$ cat src/rtl/clk_div_ctrl.sv
// Run/stop and ratio controller for the clock divider: produces a registered,
// glitch-free divided clock and swaps ratios only at period boundaries.
module clk_div_ctrl #(
    parameter int unsigned CNT_W     = 8,
    parameter int unsigned DIV_RESET = 2
) (
    input  logic             clk_in,
    input  logic             rst,
    input  logic             run,
    input  logic             cfg_valid,
    input  logic [CNT_W-1:0] cfg_div,
    output logic             cfg_ready,
    output logic             cfg_err,
    output logic             clk_out,
    output logic             tick,
    output logic             busy,
    output logic [CNT_W-1:0] div_cur
);

    typedef enum logic {
        IDLE = 1'b0,
        RUN  = 1'b1
    } state_e;

    localparam int unsigned MIN_DIV = 2;

    state_e           state_q,     state_d;
    logic [CNT_W-1:0] cnt_q,       cnt_d;
    logic [CNT_W-1:0] div_cur_q,   div_cur_d;
    logic [CNT_W-1:0] pend_div_q,  pend_div_d;
    logic             pend_q,      pend_d;
    logic             clk_out_q,   clk_out_d;
    logic             tick_q,      tick_d;
    logic             busy_q,      busy_d;
    logic             cfg_ready_q, cfg_ready_d;
    logic             cfg_err_q,   cfg_err_d;

    logic [CNT_W-1:0] hi_c;
    logic [CNT_W-1:0] cnt_inc_c;
    logic             at_bound_c;
    logic             xfer_c;

    // High phase is ceil(div/2) cycles, low phase floor(div/2).
    assign hi_c       = div_cur_q - (div_cur_q >> 1);
    assign cnt_inc_c  = cnt_q + CNT_W'(1);
    assign at_bound_c = (cnt_q == (div_cur_q - CNT_W'(1)));
    assign xfer_c     = cfg_valid & cfg_ready_q;

    // State and output registers.
    always_ff @(posedge clk_in or negedge rst) begin
        if (!rst) begin
            state_q     <= IDLE;
            cnt_q       <= '0;
            div_cur_q   <= CNT_W'(DIV_RESET);
            pend_div_q  <= '0;
            pend_q      <= 1'b0;
            clk_out_q   <= 1'b0;
            tick_q      <= 1'b0;
            busy_q      <= 1'b0;
            cfg_ready_q <= 1'b1;
            cfg_err_q   <= 1'b0;
        end else begin
            state_q     <= state_d;
            cnt_q       <= cnt_d;
            div_cur_q   <= div_cur_d;
            pend_div_q  <= pend_div_d;
            pend_q      <= pend_d;
            clk_out_q   <= clk_out_d;
            tick_q      <= tick_d;
            busy_q      <= busy_d;
            cfg_ready_q <= cfg_ready_d;
            cfg_err_q   <= cfg_err_d;
        end
    end

    // Next-state, handshake and phase logic.
    always_comb begin
        state_d    = state_q;
        cnt_d      = cnt_q;
        div_cur_d  = div_cur_q;
        pend_div_d = pend_div_q;
        pend_d     = pend_q;
        clk_out_d  = 1'b0;
        tick_d     = 1'b0;
        cfg_err_d  = 1'b0;

        // cfg_ready high implies no pending ratio, so capture never races the apply below.
        if (xfer_c) begin
            if (cfg_div < CNT_W'(MIN_DIV)) begin
                cfg_err_d = 1'b1;
            end else begin
                pend_div_d = cfg_div;
                pend_d     = 1'b1;
            end
        end

        unique case (state_q)
            IDLE: begin
                cnt_d = '0;
                if (pend_q) begin
                    div_cur_d = pend_div_q;
                    pend_d    = 1'b0;
                end
                if (run) begin
                    state_d   = RUN;
                    clk_out_d = 1'b1;
                    tick_d    = 1'b1;
                end
            end
            RUN: begin
                if (at_bound_c) begin
                    cnt_d = '0;
                    if (pend_q) begin
                        div_cur_d = pend_div_q;
                        pend_d    = 1'b0;
                    end
                    if (run) begin
                        clk_out_d = 1'b1;
                        tick_d    = 1'b1;
                    end else begin
                        state_d = IDLE;
                    end
                end else begin
                    cnt_d     = cnt_inc_c;
                    clk_out_d = (cnt_inc_c < hi_c);
                end
            end
            default: begin
                state_d = IDLE;
                cnt_d   = '0;
            end
        endcase

        cfg_ready_d = ~pend_d;
        busy_d      = (state_d == RUN);
    end

    assign cfg_ready = cfg_ready_q;
    assign cfg_err   = cfg_err_q;
    assign clk_out   = clk_out_q;
    assign tick      = tick_q;
    assign busy      = busy_q;
    assign div_cur   = div_cur_q;

endmodule

$ cat config.mk
export PLATFORM = sky130hd
export DESIGN_NAME = clk_div_ctrl
export DESIGN_NICKNAME = d
export VERILOG_FILES = /design/src/rtl/clk_div_ctrl.sv
export SDC_FILE = /design/constraint.sdc
export NUM_CORES = 1
export LEC_CHECK = 0
export BUFFER_PORTS_ARGS = -buffer_cell sky130_fd_sc_hd__buf_2
export CORE_ASPECT_RATIO = 0.9
export CORE_UTILIZATION = 25
export DETAILED_ROUTE_END_ITERATION = 12
export PLACE_DENSITY = 0.51
export SYNTH_ARGS = -nofsm -noshare
export SYNTH_HDL_FRONTEND = slang
export SYNTH_SLANG_ARGS = --single-unit
$ cat constraint.sdc
create_clock -name clk_in -period 5.7 [get_ports clk_in]
set_clock_uncertainty 0.15 [all_clocks]
set_input_delay 0.285 -clock clk_in [delete_from_list [all_inputs] [get_ports clk_in]]
set_output_delay 0.285 -clock clk_in [all_outputs]
set_load 0.05 [all_outputs]
# [Word level (Yosys, flattened, before mapping)]
# Index checks and enable logic that the tools add are counted.
[op_classes] addsub=3 n_mul=0 div=0 order_cmp=2 n_eq_ne=2 shift=0 muxes=19 n_bitwise=4 n_reduce_logical=1
[ops] cell="$pmux W8 S2" count=2
[ops] cell="$mux W8" count=3
[ops] cell="$mux W1" count=10
[ops] cell="$add A8 B1 Y8 const B" count=1
[ops] cell="$eq A8 B8 Y1" count=1
[ops] cell="$lt A8 B2 Y1 const B" count=1
[ops] cell="$lt A8 B8 Y1" count=1
[ops] cell="$pmux W1 S2" count=4
[ops] cell="$sub A8 B1 Y8 const B" count=1
[ops] cell="$sub A8 B7 Y8" count=1
[ops] cell="$not A1 Y1" count=3
[ops] cell="$ne A2 B1 Y1 const B" count=1
[ops] cell="$reduce_and A2 Y1" count=1
[ops] cell="$and A1 B1 Y1" count=1
[word_totals] ff_bits=30 latchBits=0 ramBits=0 mem_bits_ro=0 inputBits=12 out_inout_bits=13 elab_cells=40 mem_count=0

# [Logic depth before layout (Yosys ltp)]
# Gate-level depths: netlist of run 1.
[depth] ltp_word=7 ltp_mapped=17 mapped_depth_nobuf=17

# [Worst setup path before layout of run 1]
# No wires, ideal clock.
[synth_path] kind="register -> register" startpoint="register div_cur_q[2] (netlist: div_cur[2])" endpoint="register clk_out_q (netlist: clk_out)" setup_time_ns=0.064 arrival_time_ns=3.080 t_required_ns=5.486 setup_slack_ns=2.406 path_stages_with_launch=16 n_path_buf=0 period_less_slack_ns=3.294 cell_sequence="dfrtp_1 -> inv_1 -> ha_1 -> o21ba_2 -> o21ai_0 -> a221oi_1 -> o21bai_1 -> a21oi_1 -> xnor2_1 -> ha_1 -> nand2_1 -> nor2_1 -> o21ai_0 -> a21oi_1 -> a2111oi_0 -> a21o_1"
[synth_between] elab_chain_len=4 word_cells_on_any_way=6 classes_between="add/sub: 2; order compare: 1; eq/ne: 1; mux: 2"
[synth_rtl] element="from (decl)" line="29" text="logic [CNT_W-1:0] div_cur_q, div_cur_d;"
[synth_rtl] element="from (signal assigned)" line="54" text="div_cur_q <= CNT_W'(DIV_RESET);"
[synth_rtl] element="from (signal assigned)" line="65" text="div_cur_q <= div_cur_d;"
[synth_rtl] element="$sub A8 B7 Y8 or $sub A8 B1 Y8 (tied branches)" line="44, 46"
[synth_rtl] element="$lt A8 B8 Y1 or $eq A8 B8 Y1 (tied branches)" line="125, 46"
[synth_rtl] element="$mux W1 *" line="111" text="if (at_bound_c) begin"
[synth_rtl] element="$pmux W1 S2 *" line="97" text="unique case (state_q)"
[synth_rtl] element="net clk_out_d" line="32" text="logic clk_out_q, clk_out_d;"
[synth_rtl] element="to (signal assigned)" line="68" text="clk_out_q <= clk_out_d;"
[synth_rtl] element="to (decl)" line="32"
# Mark *: on every way through the listed nets, which the timed path passes. The rest lies on a longest branch.
# A chain may end at the register's enable or synchronous reset.

# [Worst setup path after layout of run 1]
[layout_path] startpoint="register div_cur_q[1] (netlist: div_cur[1])" endpoint="register clk_out_q (netlist: clk_out)"
# The elaborated chain is that of the path after synthesis.

==> flow_summary.ini, run 1 <==
[status]
status = finished clean

[setup_path]
timing.critical_path.from_type = register
critical_path.cell_chain = inv_1 -> ha_1 -> o21ba_2 -> o21ai_0 -> a221oi_1 -> o21bai_1 -> a21oi_1 -> xnor2_1 -> ha_1 -> nand2_1 -> nor2_1 -> o21ai_0 -> a21oi_1 -> a2111oi_0 -> a21o_1
path_buf_inv = 1
critPathRequiredTime_ns = 5.77
worstPathMaxFanout = 6
end_kind = register
crit_path_top_delay_cell = dfstp_2
critical_path.max_stage_delay_ns = 0.59
data_arrival_time_of_the_worst_path_ns = 3.38
path_delay_family = compound AO/OA/AOI/OAI gates
path_class = register to register

[logic_synthesis]
synth_area_leaders = dfrtp_1 (37%), ha_1 (15%), xnor2_1 (6.4%)
synth-async-reset-ratio = 1.000
synthDominantAreaCellType = dfrtp_1
synth.cells.most_frequent = dfrtp_1 (28), ha_1 (23), xnor2_1 (14)
ys_seq_area_frac = 0.3930
netlist.area_leader.share = 0.3655
synth.net_count = 206
yosysMostFrequentCell = dfrtp_1
avgSynthCellArea_um2 = 11.28
yosysWarnings = 0
synth_enable_flop_cells = 0
ys_seq_elements = 30
main_flop_type_after_synthesis = dfrtp_1
mappedNetlistArea_um2 = 1917
postSynthCellCount = 170
synth.lib_cells_used.distinct = 38

[timing]
grt_setup_unrepaired = no
worst_pin_slew_ns = 0.7478
final.setup.tns_ns = 0
fmaxAchievable_mhz = 302.7
timing_hold_violations_final = 0
setup_violations = 0
max_slew_margin = 0.5004
post-route-min-period_ns = 3.304
final_max_slew_viol_count = 0
timing.final.crit_share = 0.5796

[die]
io_pins = 25
die_width_um = 94.30
floorplan.die.height_um = 85.07
core_area_um2 = 7221
initial_core_utilization = 0.2655
placementRows = 29
fp.dieArea_um2 = 8022

[drt]
drc = 0
first_pass_iteration_count_of_the_detailed_router = 4
drtAntennaViolNets = 0
dr_total_vias = 1237
avgRoutedWirePerCell_um = 12.43
detail_route.iter0.violations = 23
postRouteWirelength_um = 3630
vias_per_cell = 4.236

[final_layout]
synth_to_layout_area_growth_pct = 17.36
drive_above_1_share = 0.2563
diodes_inserted = 0
layout.nets = 235
instances_no_fill = 292
fillers = 728

[grt]
grt_start_max_net_pins = 31
grt.overflow.total = 0
via_count_of_the_first_global_routing_pass = 1378
grtUsageTotal = 0.1058
first_pass_grt_wire_length_um = 6486
antenna_found_initial = 0

[placed_design]
port_buffers = 24
placed_cells_incl_taps = 284
place_congestion = 0.7629
half_perimeter_wire_length_after_detailed_placement_um = 2874

[clock_network]
cts-root-to-sink-buffers = 2
worstSkewPairLatency_ns = 0.28
cts_bufs_inserted = 5
clock_tree_from_tritoncts = yes
worst_setup_hold_path_clk_slew_ns = 0.06
cts.sinks = 30
depth_of_the_cts_h_tree = 2
cts-root-buf = clkbuf_8

[job]
max-cap-violations = 0

[hold_path]
min_path_type = input port to register
cell type report:
cell class | count | area [µm²] | area share
inverters | 14 | 52.55 | 0.02336
clock inverters | 1 | 30.03 | 0.01335
repair buffers | 25 | 130.1 | 0.05784
multi-input cells | 123 | 1085 | 0.4822
clock buffers | 6 | 82.58 | 0.03671
flip-flops and latches | 30 | 753.2 | 0.3348
well taps | 93 | 116.4 | 0.05172
per-stage QoR:
step	area [µm²]	hold slack [ns]	setup slack [ns]	utilization
after floorplan	1917	-0.1606	2.406	-
after global placement	2127	0.2096	2.463	0.2946
after detailed placement	2127	0.2165	2.425	0.2946
after CTS	2250	0.04518	2.391	0.3116
after global routing	2250	0.04871	2.007	0.3116
final	2250	0.05851	2.396	0.3116
worst paths after layout:
| kind | start | endpoint | slack [ns] | depth (start not counted) |
|---|---|---|---|---|
| worst max register to register | div_cur[1] | clk_out | 2.40 | 15 |
| worst max-delay path | div_cur[1] | clk_out | 2.40 | 15 |
| min in group asynchronous | rst | cfg_err | 0.43 | 2 |
| worst min-delay path | run | busy | 0.06 | 2 |
| worst min register to register | pend_div_q[0] | pend_div_q[0] | 0.33 | 1 |
| max in group asynchronous | rst | cnt_q[2] | 4.53 | 2 |
cells by family (layout without fill, tap and decap cells):
family,after synthesis,in the layout,share of synthesized area
AOI/OAI and AO/OA,19,19,0.06658
xor gates and xnor gates,25,25,0.1142
adders and majority gates,24,24,0.1606
buffers and inverters,17,46,0.04112
DFF,30,30,0.3929
muxes,17,17,0.1155
and+or+nand+nor,38,38,0.1090
metal layers:
metal,routed length [µm],track usage,up-vias
li1,-,-,624
met1,1792,0.1368,585
met4,41,0.04196,0
met5,0,0,-
met3,99,0.02957,5
met2,1696,0.1660,23
layout by cell type (no fill, tap or decap), types with 3 or more instances in the layout:
| cell | netlist | routed |
|---|---|---|
| and2_1 | 7 | 7 |
| o21ai_0 | 4 | 4 |
| mux2_1 | 3 | 3 |
| buf_2 | 0 | 24 |
| xor2_1 | 11 | 11 |
| ha_1 | 23 | 23 |
| mux2_2 | 6 | 6 |
| inv_1 | 13 | 13 |
| nand3_1 | 3 | 3 |
| dfrtp_1 | 28 | 28 |
| nor2_1 | 9 | 9 |
| clkbuf_8 | 0 | 6 |
| xnor2_1 | 14 | 14 |
| mux2_4 | 8 | 8 |
| a21oi_1 | 5 | 5 |
| nand2_1 | 6 | 6 |
registers in the layout (all words and copies together), names as in the netlist:
signal      count
cnt_q           8
div_cur         8
pend_div_q      8
busy            1
cfg_err         1
cfg_ready       1
clk_out         1
pend_q          1
tick            1
worst reg2reg max path, cell delays in order, from the launching register on:
cell,delay (ns)
dfstp_2,0.59
inv_1,0.08
ha_1,0.28
o21ba_2,0.21
o21ai_0,0.27
a221oi_1,0.17
o21bai_1,0.15
a21oi_1,0.09
xnor2_1,0.13
ha_1,0.29
nand2_1,0.09
nor2_1,0.05
o21ai_0,0.06
a21oi_1,0.05
a2111oi_0,0.40
a21o_1,0.17
what timing repair did:
item,4_1_cts,5_1_grt
hold buffers,1,0
buffers inserted,0,0
resized for setup,0,0
hold endpoints to repair,28,0
Power of run 1 is left out: the tool's default activity adds up to more than one toggle a clock period on the data nets, which glitch-free logic cannot reach.
==> run 2: changes to the inputs <==
==> constraint.sdc (replaced) <==
create_clock -name clk_in -period 3.45 [get_ports clk_in]
set_clock_uncertainty 0.15 [all_clocks]
set_input_delay 0.1725 -clock clk_in [delete_from_list [all_inputs] [get_ports clk_in]]
set_output_delay 0.1725 -clock clk_in [all_outputs]
set_load 0.05 [all_outputs]
==> flow_summary.ini, run 2 (same netlist as run 1, synthesis figures left out) <==
[clock_network]
worstSkewPairLatency_ns = 0.28
cts-root-buf = clkbuf_8
clock_tree_from_tritoncts = yes
worst_setup_hold_path_clk_slew_ns = 0.07
cts.sinks = 30
cts-root-to-sink-buffers = 2
post_cts_buffers = 0
cts_bufs_inserted = 5
depth_of_the_cts_h_tree = 2

[final_layout]
fillers = 703
layout.nets = 245
instances_no_fill = 302
layout.cells.most_common_list = dfrtp_1 (28), buf_2 (24), ha_1 (23), xnor2_1 (14), inv_1 (13)
drive_above_1_share = 0.2536
diodes_inserted = 0
synth_to_layout_area_growth_pct = 23.24
final_common_cell = dfrtp_1

[setup_path]
worst-r2r-setup-slack_ns = 0.32
worstSetupPathDepth = 15
end_kind = register
path_class = register to register
worstPathMaxFanout = 6
data_arrival_time_of_the_worst_path_ns = 3.20
crit_path_top_delay_cell = dfstp_2
critPathRequiredTime_ns = 3.52
critical_path.max_stage_delay_ns = 0.59
timing.critical_path.from_type = register
path_buf_inv = 1
path_delay_family = compound AO/OA/AOI/OAI gates
critical_path.cell_chain = inv_1 -> ha_1 -> o21ba_2 -> o21ai_1 -> a221oi_2 -> o21bai_1 -> a21oi_1 -> xnor2_1 -> ha_1 -> nand2_1 -> nor2_1 -> o21ai_0 -> a21oi_1 -> a2111oi_2 -> a21o_1
reg2reg_depth = 15

[die]
initial_core_utilization = 0.2655
io_pins = 25
core_area_um2 = 7221
fp.dieArea_um2 = 8022
floorplan.die.height_um = 85.07
die_width_um = 94.30
placementRows = 29

[grt]
grt_start_max_net_pins = 31
grt.overflow.total = 0
via_count_of_the_first_global_routing_pass = 1383
grtUsageTotal = 0.1060
first_pass_grt_wire_length_um = 6465
antenna_found_initial = 0

[drt]
drc = 0
avgRoutedWirePerCell_um = 12.39
vias_per_cell = 4.275
detail_route.iter0.violations = 26
first_pass_iteration_count_of_the_detailed_router = 4
drtAntennaViolNets = 0
dr_total_vias = 1291
postRouteWirelength_um = 3741

[timing]
fmaxAchievable_mhz = 319.2
max_slew_margin = 0.4951
final_max_slew_viol_count = 0
setup_violations = 0
post-route-min-period_ns = 3.133
timing.final.crit_share = 0.9081
worst_pin_slew_ns = 0.7558
timing.hold.ws_ns = 0.3061
final.setup.tns_ns = 0
timing_hold_violations_final = 0

[placed_design]
place_congestion = 0.7661
placed_cells_incl_taps = 284
half_perimeter_wire_length_after_detailed_placement_um = 2866
port_buffers = 24

[hold_path]
min_path_type = input port to async pin

[job]
max-cap-violations = 0

[status]
status = finished clean
[run 2: final timing paths]
kind / start / end
max in group asynchronous: rst / cnt_q[1]
min in group clk_in: pend_div_q[0] / pend_div_q[0]
hold reg to reg: pend_div_q[0] / pend_div_q[0]
setup / recovery: div_cur[1] / clk_out
setup reg to reg: div_cur[1] / clk_out
hold / removal: rst / pend_div_q[5]
[run 2: what timing repair did]
item | 4_1_cts | 5_1_grt
hold endpoints to repair | 39 | 0
hold buffers | 11 | 0
resized for setup | 0 | 4
endpoints found under the setup margin | 0 | 1
[run 2: metrics by stage]
stage	utilization	setup WS, ns	cell area [µm²]
3_5_place_dp	0.2946	0.1566	2127
6_report	0.3272	0.3170	2362
5_1_grt	0.3272	-0.01643	2362
4_1_cts	0.3254	0.1165	2350
3_3_place_gp	0.2946	0.2179	2127
2_1_floorplan	-	0.1559	1917
[run 2: layout make-up]
type,instances,area (µm²),area share
timing repair buffer,35,230.2,0.09746
clock inverter,1,30.03,0.01271
sequential,30,753.2,0.3189
multi-input combinational,123,1097,0.4645
inverter,14,52.55,0.02225
clock buffer,6,82.58,0.03496
tap,93,116.4,0.04926
[run 2: routing by layer]
metal,track usage,share of wire,vias up
met3,0.02957,0.030,7
met4,0.03357,0.012,0
met2,0.1739,0.47,21
met5,0,0,-
li1,-,-,650
met1,0.1340,0.49,613
Power of run 2 is left out for the same reason.
==> run 3: changes to the inputs <==
--- a/config.mk
+++ b/config.mk
@@ -7,9 +7,9 @@
 export LEC_CHECK = 0
 export BUFFER_PORTS_ARGS = -buffer_cell sky130_fd_sc_hd__buf_2
 export CORE_ASPECT_RATIO = 0.9
-export CORE_UTILIZATION = 25
+export CORE_UTILIZATION = 45
 export DETAILED_ROUTE_END_ITERATION = 12
-export PLACE_DENSITY = 0.51
+export PLACE_DENSITY = 0.75
 export SYNTH_ARGS = -nofsm -noshare
 export SYNTH_HDL_FRONTEND = slang
 export SYNTH_SLANG_ARGS = --single-unit
==> flow_summary.ini, run 3 (same netlist as run 1, synthesis figures left out) <==
[grt]
grtUsageTotal = 0.1709
grt_start_max_net_pins = 31
antenna_found_initial = 0
grt.overflow.total = 0
first_pass_grt_wire_length_um = 5858
via_count_of_the_first_global_routing_pass = 1280

[drt]
avgRoutedWirePerCell_um = 13.17
postRouteWirelength_um = 3384
first_pass_iteration_count_of_the_detailed_router = 4
vias_per_cell = 5.035
drc = 0
drtAntennaViolNets = 0
detail_route.iter0.violations = 31
dr_total_vias = 1294

[die]
die_width_um = 70.80
placementRows = 22
io_pins = 25
initial_core_utilization = 0.4705
floorplan.die.height_um = 63.92
core_area_um2 = 4074
fp.dieArea_um2 = 4525

[clock_network]
cts_bufs_inserted = 5
cts.sinks = 30
cts-root-buf = clkbuf_8
cts-root-to-sink-buffers = 2
post_cts_buffers = 0
worstSkewPairLatency_ns = 0.29
worst_setup_hold_path_clk_slew_ns = 0.06
depth_of_the_cts_h_tree = 2
clock_tree_from_tritoncts = yes

[setup_path]
path_buf_inv = 1
critical_path.max_stage_delay_ns = 0.59
timing.critical_path.from_type = register
worstSetupPathDepth = 16
end_kind = register
critPathMostFrequentCell = a21oi_1
crit_path_top_delay_cell = dfstp_2
data_arrival_time_of_the_worst_path_ns = 3.33
critPathRequiredTime_ns = 3.52
path_delay_family = compound AO/OA/AOI/OAI gates
critical_path.cell_chain = ha_1 -> inv_1 -> fa_1 -> nand2b_1 -> a21oi_1 -> o21ai_0 -> a21oi_1 -> nor2_1 -> xor2_1 -> ha_1 -> nand2_1 -> nor2_1 -> o21ai_0 -> a21oi_1 -> a2111oi_0 -> a21o_1
worstPathMaxFanout = 6
reg2reg_depth = 16
path_class = register to register

[final_layout]
synth_to_layout_area_growth_pct = 18.21
fillers = 347
final_common_cell = dfrtp_1
drive_above_1_share = 0.2488
multiInputGateArea_um2 = 1091
layout.nets = 245
diodes_inserted = 0
layout.area.seq_um2 = 753.2
layout.cells.most_common_list = dfrtp_1 (28), buf_2 (24), ha_1 (23), xnor2_1 (14), inv_1 (13)

[placed_design]
half_perimeter_wire_length_after_detailed_placement_um = 2509
place_congestion = 0.8473
port_buffers = 24

[hold_path]
holdPathStages = 2
min_path_type = input port to register

[job]
max-cap-violations = 0

[timing]
final_max_slew_viol_count = 0
max_slew_margin = 0.5005
final.setup.tns_ns = 0
timing.final.crit_share = 0.9438
timing_hold_violations_final = 0
setup_violations = 0
post-route-min-period_ns = 3.256
fmaxAchievable_mhz = 307.1
grt_setup_unrepaired = no
worst_pin_slew_ns = 0.7477

[status]
status = finished clean
-- run 3: layout make-up --
class	count	area share
multi-input cells	123	0.4815
inverters	14	0.02319
well taps	48	0.02650
repair buffers	35	0.1016
clock inverters	2	0.004417
clock buffers	5	0.03037
flip-flops and latches	30	0.3324
-- run 3: per-stage QoR --
stage	utilization	instance area (µm²)	cells	worst slack (ns)	hold slack, ns
2_1_floorplan	-	1917	170	0.1559	-0.2731
3_5_place_dp	0.5083	2071	239	0.1878	0.09407
3_3_place_gp	0.5083	2071	239	0.2529	0.08657
5_1_grt	0.5562	2266	257	0.01838	0.003213
6_report	0.5562	2266	257	0.1939	0.01034
4_1_cts	0.5547	2260	257	0.1490	0.004305
-- run 3: what timing repair did --
action	in CTS	in global routing
gates resized for setup	0	2
hold buffers	11	0
endpoints found under the hold margin	37	0
endpoints found under the setup margin	0	1
-- run 3: per-layer routing --
layer | share of wire | vias up | track usage
met5 | 0 | - | 0
met4 | 0.011 | 0 | 0.06750
met3 | 0.040 | 5 | 0.04890
met2 | 0.45 | 27 | 0.2668
met1 | 0.50 | 618 | 0.2237
li1 | - | 644 | -
-- run 3: final timing paths --
check / startpoint / endpoint / slack, ns
max reg2reg: div_cur[1] / clk_out / 0.19
max: div_cur[1] / clk_out / 0.19
min reg2reg: pend_div_q[3] / pend_div_q[3] / 0.34
min: cfg_div[1] / pend_div_q[1] / 0.01
min in group asynchronous: rst / cnt_q[1] / 0.29
max in group asynchronous: rst / div_cur[0] / 2.42
Power of run 3 is left out for the same reason.
